`src/rtl/memory_arbiter.sv`:
```
// memory_arbiter: serialises instruction-fetch and data requests onto one shared memory bus.
//
// Ports:
//   CLK, RST                     clock (rising edge), asynchronous active-high reset
//   imemRen, imemaddr            instruction fetch request and address
//   dmmRen, dmmWen               data read / write request (write wins if both)
//   dmmaddr, dmmstore            data address and write data
//   imemload, dmmload            registered read results, held until the next completion
//   i_ready, d_ready             one-cycle completion pulses (high during RESP)
//   i_err, d_err                 set with the ready pulse when the access timed out
//   bus_ren, bus_wen             registered bus strobes
//   bus_addr, bus_wdata          registered bus address / write data, stable per transfer
//   bus_rdata, bus_ack           bus read data and transfer-complete handshake
module memory_arbiter #(
    parameter int ADDR_W  = 32,
    parameter int DATA_W  = 32,
    parameter int TIMEOUT = 64
) (
    input  logic              CLK,
    input  logic              RST,
    input  logic              imemRen,
    input  logic [ADDR_W-1:0] imemaddr,
    input  logic              dmmRen,
    input  logic              dmmWen,
    input  logic [ADDR_W-1:0] dmmaddr,
    input  logic [DATA_W-1:0] dmmstore,
    output logic [DATA_W-1:0] imemload,
    output logic [DATA_W-1:0] dmmload,
    output logic              i_ready,
    output logic              d_ready,
    output logic              i_err,
    output logic              d_err,
    output logic              bus_ren,
    output logic              bus_wen,
    output logic [ADDR_W-1:0] bus_addr,
    output logic [DATA_W-1:0] bus_wdata,
    input  logic [DATA_W-1:0] bus_rdata,
    input  logic              bus_ack
);
    localparam int CW = (TIMEOUT > 1) ? $clog2(TIMEOUT) : 1;
    localparam logic [CW-1:0] LAST = CW'(TIMEOUT - 1);

    typedef enum logic [1:0] {IDLE, DATA, INSTR, RESP} state_t;

    state_t state, state_nx;
    logic [CW-1:0] cnt;
    logic last_data;
    logic data_req, pick_instr, busy, expire, done;

    assign data_req   = dmmRen | dmmWen;
    // Fetch wins when it is alone, or when data was served last (anti-starvation).
    assign pick_instr = imemRen & (~data_req | last_data);
    assign busy       = (state == DATA) | (state == INSTR);
    assign expire     = (TIMEOUT != 0) && (cnt == LAST);
    assign done       = busy & (bus_ack | expire);

    always_ff @(posedge CLK or posedge RST) begin
        if (RST) state <= IDLE;
        else     state <= state_nx;
    end

    always_comb begin
        state_nx = state;
        case (state)
            IDLE:        state_nx = pick_instr ? INSTR : (data_req ? DATA : IDLE);
            DATA, INSTR: state_nx = (bus_ack | expire) ? RESP : state;
            RESP:        state_nx = IDLE;
            default:     state_nx = IDLE;
        endcase
    end

    always_ff @(posedge CLK or posedge RST) begin
        if (RST) begin
            imemload  <= '0;
            dmmload   <= '0;
            i_ready   <= 1'b0;
            d_ready   <= 1'b0;
            i_err     <= 1'b0;
            d_err     <= 1'b0;
            bus_ren   <= 1'b0;
            bus_wen   <= 1'b0;
            bus_addr  <= '0;
            bus_wdata <= '0;
            cnt       <= '0;
            last_data <= 1'b0;
        end else begin
            i_ready <= done & (state == INSTR);
            d_ready <= done & (state == DATA);
            // A simultaneous ack takes precedence over the timeout.
            i_err   <= done & (state == INSTR) & ~bus_ack;
            d_err   <= done & (state == DATA) & ~bus_ack;
            cnt     <= busy ? cnt + 1'b1 : '0;
            if (state == IDLE) begin
                if (pick_instr) begin
                    bus_ren   <= 1'b1;
                    bus_addr  <= imemaddr;
                    bus_wdata <= '0;
                    last_data <= 1'b0;
                end else if (data_req) begin
                    bus_ren   <= ~dmmWen;
                    bus_wen   <= dmmWen;
                    bus_addr  <= dmmaddr;
                    bus_wdata <= dmmWen ? dmmstore : '0;
                    last_data <= 1'b1;
                end
            end
            if (done) begin
                bus_ren <= 1'b0;
                bus_wen <= 1'b0;
                // bus_wen still reflects the operation of the transfer being closed.
                if (bus_ack && state == INSTR)   imemload <= bus_rdata;
                else if (bus_ack && !bus_wen)    dmmload  <= bus_rdata;
            end
        end
    end
endmodule
```
`config.mk`:
```
export PLATFORM = sky130hd
export DESIGN_NAME = memory_arbiter
export DESIGN_NICKNAME = d
export VERILOG_FILES = /design/src/rtl/memory_arbiter.sv
export SDC_FILE = /design/constraint.sdc
export NUM_CORES = 1
export LEC_CHECK = 0
export ABC_CLOCK_PERIOD_IN_PS = 4400
export BUFFER_PORTS_ARGS = -buffer_cell sky130_fd_sc_hd__buf_2
export CAP_MARGIN = 20
export CORE_ASPECT_RATIO = 0.9
export CORE_MARGIN = 3
export CORE_UTILIZATION = 35
export DETAILED_ROUTE_END_ITERATION = 7
export GPL_ROUTABILITY_DRIVEN = 0
export SLEW_MARGIN = 0
export SYNTH_ARGS = -nofsm -noshare
export SYNTH_HDL_FRONTEND = slang
export SYNTH_SLANG_ARGS = --single-unit
```
`constraint.sdc`:
```
create_clock -name CLK -period 4.4 [get_ports CLK]
set_input_delay 0.22 -clock CLK [delete_from_list [all_inputs] [get_ports CLK]]
set_output_delay 0.22 -clock CLK [all_outputs]
set_load 0.005 [all_outputs]
```
=== Word level (Yosys, flattened, before mapping) ===
Cells that the tools add are included.

* Flip-flop bits (word level): 143
* Output and inout port bits: 134

* Add/subtract/negate cells: 1
* Equal/unequal tests: 6
* Muxes and demuxes: 20
* Bitwise gates (word level): 14
* Reduce and logical (&&, ||, !) cells: 14

{| class="wikitable"
|+ Operators with widths
! cell !! count
|-
| 32-bit 2-to-1 mux || 5
|-
| 1-bit 2-to-1 mux || 11
|-
| 6-bit by 1-bit adder with 6-bit output, second input constant || 1
|-
| 1-bit AND || 6
|-
| 6-bit == test, second input constant || 1
|-
| 6-bit 2-to-1 mux || 1
|-
| 2-bit case mux with 3 select lines || 1
|-
| 2-bit AND reduction || 3
|-
| 3-bit AND reduction || 2
|-
| 2-bit nonzero test || 3
|-
| 2-bit == test, second input constant || 2
|-
| 2-bit 2-to-1 mux || 2
|-
| 1-bit NOT || 4
|-
| 1-bit OR || 4
|-
| 3-bit nonzero test || 1
|-
| 2-bit by 1-bit == test with 1-bit output, second input constant || 1
|-
| 1-bit logical AND || 2
|-
| 2-bit zero test || 1
|-
| 2-bit by 1-bit inequality test with 1-bit output, second input constant || 1
|-
| 2-bit inequality test, second input constant || 1
|-
| 2-bit OR reduction || 1
|-
| 1-bit zero test || 1
|}

=== Longest topological paths before layout ===
Gate-level depths: netlist of run 1.

* Depth after elaboration: 7
* Mapped depth: 7

=== Worst setup path after synthesis of run 1 ===
Ideal clock, no wire load.

* Kind: flip-flop to flip-flop
* Start: reg state[0]
* End: reg imemload[0]
* Arrival: 1.569 ns
* Slack: 2.706 ns
* Cell stages (with the launch flop): 7
* Path buffers: 2
* Clock period less this slack: 1.694 ns
* Cell sequence: dfrtp_1 -> inv_1 -> ha_1 -> buf_2 -> nand3_1 -> buf_2 -> mux2_2

* Word-level cells in the longest chain between the ends: 4
* Elaborated cells on any way between the ends: 6
* Those cells by class: 2 x eq/ne; 2 x bitwise; 2 x reduce/logical

{| class="wikitable"
|+ Ends and longest elaborated chain
! element !! RTL line !! RTL
|-
| from (decl) || 45 || <nowiki>state_t state, state_nx;</nowiki>
|-
| from (signal assigned) || 59 || <nowiki>else state <= state_nx;</nowiki>
|-
| 2-bit by 1-bit == test with 1-bit output / 2-bit == test (equally long branches) || 53, 111 ||
|-
| 1-bit OR || 53 || <nowiki>assign busy = (state == DATA) | (state == INSTR);</nowiki>
|-
| 1-bit AND || 55 || <nowiki>assign done = busy & (bus_ack | expire);</nowiki>
|-
| 2-bit AND reduction (no line) * || n/a ||
|-
| to (signal assigned) || 111 || <nowiki>if (bus_ack && state == INSTR) imemload <= bus_rdata;</nowiki>
|-
| to (decl) || 27 || <nowiki>output logic [DATA_W-1:0] imemload,</nowiki>
|}

Mark *: on every way between the ends. The rest lies on a longest branch, timed or not.
A chain may end at the register's enable or synchronous reset.

=== Worst setup path after layout of run 1 ===
* Start: reg state[0]
* End: reg imemload[26]

The elaborated chain is that of the path after synthesis.

==> results of run 1 <==
## power by group
group	leakage (nW)	switching (W)	total [W]	internal, W
Sequential	1.74	0.000319	0.00225	0.00193
Clock	0.283	0.000560	0.00143	0.000868
Combinational	1.86	0.00108	0.00219	0.00111
## per-layer routing
metal,vias up,global-route usage (%),routed length [um]
met2,210,27.9,7550
met3,13,6.75,1500
met4,2,5.14,165
met5,-,0,13
met1,2266,22.6,6700
li1,2209,-,-
## worst max-delay path, stage by stage, from the launching register on
cell and delay, ns:
dfrtp_1 0.37, inv_1 0.07, ha_1 0.49, nand3_2 0.75
mux2_2 0.56
## Yosys cell counts
cell type / number
buf_2: 10
nand3_1: 4
dfrtp_1: 143
or3_1: 1
nor2_1: 37
ha_1: 4
a21oi_1: 34
o31ai_4: 1
mux2_1: 2
mux2_2: 62
o21bai_2: 1
nor3_2: 1
buf_4: 7
a2bb2oi_1: 1
nand2_1: 5
or3b_2: 1
nor4b_1: 1
a22o_1: 32
nor3_1: 2
o21ba_2: 1
xnor2_1: 2
and3_1: 3
a311oi_1: 3
o21ai_0: 33
a211oi_1: 1
xor2_1: 1
or2_2: 1
a31oi_1: 38
inv_1: 7
nand2b_1: 1
a31o_2: 1
and2_1: 1
clkbuf_1: 16
buf_6: 3
o31a_1: 1
## repair_timing
item,in CTS,in global routing
resized for setup,0,0
setup endpoints to repair,0,0
hold buffers,1,1
endpoints found under the hold margin,1,1
## metrics by stage
| stage | total power (W) | setup slack [ns] | hold WS [ns] | cell area (um^2) | util, % |
|---|---|---|---|---|---|
| after CTS | 0.00594 | 1.97 | 0.00202 | 7870 | 48.6 |
| after global placement | 0.00439 | 2.10 | 0.438 | 7270 | 44.9 |
| after detailed placement | 0.00449 | 1.99 | 0.444 | 7270 | 44.9 |
| final | 0.00587 | 2.02 | 0.0104 | 7910 | 48.8 |
| after global routing | 0.00630 | 1.83 | 0.00418 | 7910 | 48.8 |
| after floorplan | 0.00354 | 0.342 | 0.293 | 5810 | - |
## flip-flops by register name, summed over array words and instances, names as in the netlist, 2 cells and up
signal / flops
bus_wdata: 32
imemload: 32
cnt: 6
bus_addr: 32
dmmload: 32
state: 2
## area by class of cell
cell class | instances | share of cell area (%)
timing repair buffer | 275 | 18.0
sequential | 143 | 45.3
inverter | 7 | 0.396
clock inverter | 12 | 1.68
antenna | 1 | 0.0317
clock buffer | 20 | 5.78
multi-input combinational | 276 | 25.6
tap | 207 | 3.28
## kinds of logic (layout without fill, tap and decap cells)
group           Yosys count  in the layout  synth area share [%]
compound gates          147            147                  16.4
flops                   143            143                  61.6
mux                      64             64                  12.4
simple gates             58             58                  4.46
buf+inv                  43            314                  3.83
fa+ha+maj                 4              4                 0.861
xor+xnor                  3              3                 0.452
other cells               0              1                     0
## final timing paths
| kind | start | end | slack, ns |
|---|---|---|---|
| max | state[0] | imemload[26] | 2.02 |
| min | RST | dmmload[30] | 0.01 |
| max reg2reg | state[0] | imemload[26] | 2.02 |
| min reg2reg | cnt[0] | cnt[0] | 0.48 |
| max in group asynchronous | RST | imemload[6] | 3.31 |
| min in group CLK | dmmstore[17] | bus_wdata[17] | 0.02 |
==> results.yml, run 1 <==
global_routing:
  grt_use_total_pct: 17.6
  grt_pass1_wl_um: 25400
  grt_antenna_before_repair: 2
  grt_max_degree: 106
  grt_pass1_vias: 4841
  grt_overflow: 0
sta:
  hold_violations: 0
  rsz0062_at_grt: "false"
  relSlewSlack_pct: 36.6
  setup_violations: 0
  tightest_slew_ns: 0.950
  skew_ns: 0.0109
  period_needed_ns: 2.38
  slew_viol_final: 0
  period_share_pct: 54.2
  fmax_mhz: 419
  fin_tns_setup_ns: 0
outcome:
  outcome: "completed"
clocking:
  clkSinkCount: 143
  cts_tree: "yes"
  clk_latency_ns: 0.42
  clk_pin_slew_ns: 0.06
  htree_levels: 4
  clock-root-buffer: "clkbuf_16"
  clk_path_buf_depth: 2
  post_cts_buffers: 0
  numCtsBuffers: 17
placed_design:
  placedCellCount: 905
  hpwl_um: 11200
  io_buffers: 267
setup_path:
  reg2regPathDepth: 4
  worst_ep_required_time_ns: 4.69
  path_class: "flop to flop"
  cp_data_arrival_time_ns: 2.67
  cp-start-kind: "flop"
  end_kind: "flop"
  crit_fanout: 32
layout:
  fin_cells: 941
  layout_common_cells: "buf_2 (267), dfrtp_1 (143), mux2_2 (62), a31oi_1 (38), nor2_1 (37)"
  fillers: 1481
  nNetsFinal: 858
  seqCellArea_um2: 3580
  syn_to_final_growth_pct: 36.0
  drive_gt1_share_pct: 51.2
  final_common_cell: "buf_2"
  multi_input_area_um2: 2020
logic_synthesis:
  synth_top_area_cell: "dfrtp_1"
  synth_cell_types: 35
  synthTopCellsByArea: "dfrtp_1 (62%), mux2_2 (12%), a22o_1 (4.8%)"
  synth.avg_cell_area_um2: 12.6
  yosysSeqAreaShare_pct: 61.6
  syn-instance-count: 462
  ys_warn_count: 0
  synth_top_cell_area_share_pct: 61.6
  ys_ff_latch: 143
  synth_fp_nets: 600
  synth_area_um2: 5810
pwr:
  power.density_nw_per_um2: 743
  leakage_nw: 3.88
  vdd_drop_max_v: 0.000397
drt:
  routed_wirelength_um: 15900
  antenna_left: 0
  drt-initial-drc-count: 227
  drc: 0
  wl_per_cell_um: 16.9
  drt_first_pass_iters: 4
  drt-vias-per-instance: 4.99
  num_vias: 4700
die:
  die_area_um2: 18200
  die_w_um: 142
  fp-row-count: 44
  io_pins: 268
  die_y_um: 128
  initial_core_util_pct: 35.9
  coreArea_um2: 16200
worst_hold_path:
  hp-class: "input pin to async pin"
flow_run:
  maxCapViolCount: 0
No activity file was read; power rests on OpenSTA's default activity.
==> run 2: changes to the inputs <==
Settings changed: ABC_AREA from default to 1, ABC_CLOCK_PERIOD_IN_PS 4400 to 2000.
Clock period 4.4 ns to 2 ns, I/O delays scaled along.
==> results.yml, run 2 <==
drt:
  drt_first_pass_iters: 4
  antenna_left: 0
  wl_per_cell_um: 14.2
  drc: 0
  num_vias: 5833
  drt-vias-per-instance: 4.44
  routed_wirelength_um: 18600
  drt-initial-drc-count: 254
setup_path:
  startpoint: "state[1]"
  crit_fanout: 13
  path_class: "flop to flop"
  reg2regPathDepth: 7
  setup.worst_path.end: "bus_addr[15]"
  cp_data_arrival_time_ns: 2.17
  worstReg2RegEnd: "bus_addr[15]"
  cp-start-kind: "flop"
  r2r_setup_slack_ns: 0.18
  r2r_start: "state[1]"
  worst_ep_required_time_ns: 2.35
  end_kind: "flop"
clocking:
  clk_pin_slew_ns: 0.06
  clkSinkCount: 143
  post_cts_buffers: 0
  numCtsBuffers: 17
  cts_tree: "yes"
  clock-root-buffer: "clkbuf_16"
  clk_path_buf_depth: 2
  clk_latency_ns: 0.41
  htree_levels: 4
logic_synthesis:
  syn-instance-count: 702
  ys_warn_count: 0
  synth-edff-count: 0
  synthFlopType: "dfrtp_1"
  synth_cell_types: 22
  synth_top_area_cell: "dfrtp_1"
  synthArstFlopShare_pct: 100
  synth_top_cell_area_share_pct: 57.0
  synth_most_common_cell: "nand2_1"
  synthTopCellsByCount: "nand2_1 (209), dfrtp_1 (143), inv_1 (112)"
  synth.avg_cell_area_um2: 8.95
  yosysSeqAreaShare_pct: 57.0
  synthTopCellsByArea: "dfrtp_1 (57%), nand2_1 (12%), inv_1 (6.7%)"
  ys_ff_latch: 143
  synth_area_um2: 6280
  synth_fp_nets: 840
die:
  io_pins: 268
  die_w_um: 147
  die_y_um: 133
  initial_core_util_pct: 36.4
  die_area_um2: 19600
  fp-row-count: 45
  coreArea_um2: 17200
global_routing:
  gr-usage-met3_pct: 7.64
  grt_pass1_wl_um: 30300
  met1_usage_pct: 24.8
  grt_max_degree: 81
  met2_usage_pct: 29.5
  grt_pass1_vias: 5891
  grt_antenna_before_repair: 0
  top_usage_layer: "met2"
  grt_use_total_pct: 19.1
  grt_overflow: 0
sta:
  holdWs_ns: 0.0186
  setup_violations: 0
  slew_viol_final: 0
  skew_ns: 0.00550
  fin_tns_setup_ns: 0
  tightest_slew_ns: 0.525
  rsz0062_at_grt: "false"
  period_share_pct: 90.9
  fmax_mhz: 550
  period_needed_ns: 1.82
  hold_violations: 0
  relSlewSlack_pct: 65.0
flow_run:
  maxCapViolCount: 0
outcome:
  outcome: "completed"
layout:
  final_common_cell: "buf_2"
  diodes: 0
  layout_common_cells: "buf_2 (267), nand2_1 (209), dfrtp_1 (143), inv_1 (111), dlygate4sd3_1 (105)"
  final_util_pct: 55.1
  syn_to_final_growth_pct: 51.1
  fillers: 1563
  drive_gt1_share_pct: 32.1
  nNetsFinal: 1206
placed_design:
  hpwl_um: 12100
  io_buffers: 267
pwr:
  vdd_drop_max_v: 0.000773
  power.density_nw_per_um2: 1370
  totalPowerFinal_w: 0.0130
  leakage_nw: 5.30
worst_hold_path:
  hp-class: "input pin to flop"
-- run 2: cell types whose count changed in the layout (fill, tap and decap cells not counted), sizes merged, moves of 34 or more --
cell,previous run,this run
a31oi,38,0
dlygate4sd3,2,105
inv,10,114
mux2,64,0
nand2,5,212
nand3,4,38
o21ai,33,101
-- run 2: worst min path at each step --
stage                 start           end  slack, ns  cells past startpoint
6_report       imemaddr[30]  bus_addr[30]       0.02                      4
5_1_grt        imemaddr[19]  bus_addr[19]       0.02                      4
4_1_cts        imemaddr[30]  bus_addr[30]     0.0007                      4
3_5_place_dp            RST   dmmload[21]       0.08                      2
3_3_place_gp            RST   dmmload[21]       0.08                      2
2_1_floorplan   dmmstore[7]  bus_wdata[7]       0.24                      2
-- run 2: cell type report --
cell class	instances	area (um^2)	area share (%)
inverter	114	434	4.58
sequential	143	3580	37.7
timing repair buffer	383	2540	26.8
tap	235	294	3.10
multi-input combinational	409	2070	21.8
clock inverter	10	114	1.20
clock buffer	21	450	4.75
-- run 2: repair_timing --
item                                   CTS  global route
endpoints found under the hold margin  185             0
setup endpoints to repair                0             4
hold buffers                           105             0
resized for setup                        0             2
-- run 2: cells by family (layout without fill, tap and decap cells) --
family	Yosys count	count (layout)	synth area share [%]
simple gates	297	297	21.6
buf+inv	150	528	10.2
flops	143	143	57.0
compound gates	108	108	10.4
fa+ha+maj	4	4	0.797
-- run 2: power by group --
group          internal, W  total (W)  leakage [nW]  switching (W)
Sequential         0.00423    0.00492          1.82       0.000695
Combinational      0.00223    0.00507          3.21        0.00284
Clock              0.00186    0.00304         0.277        0.00118
Total              0.00831     0.0130          5.30        0.00472
-- run 2: metrics by stage --
step | cells | setup WS [ns] | area [um^2]
final | 1315 | 0.182 | 9490
after global routing | 1315 | 0.0857 | 9490
after CTS | 1315 | 0.0243 | 9480
after detailed placement | 1179 | 0.369 | 7870
after global placement | 1179 | 0.421 | 7870
after floorplan | 702 | 0.109 | 6280
-- run 2: per-layer routing --
| metal | part of all wire [%] | up-vias |
|---|---|---|
| met1 | 43 | 2649 |
| li1 | - | 2903 |
| met4 | 1.7 | 0 |
| met2 | 44 | 256 |
| met5 | 0 | - |
| met3 | 10 | 25 |
-- run 2: worst max-delay path, cell delays in order, from the launching register on --
cell and delay (ns):
dfrtp_1 0.39, inv_1 0.09, ha_2 0.28, o21ai_4 0.11, inv_4 0.15, nand3_1 0.10
dlygate4sd3_1 0.57, nand2_1 0.06
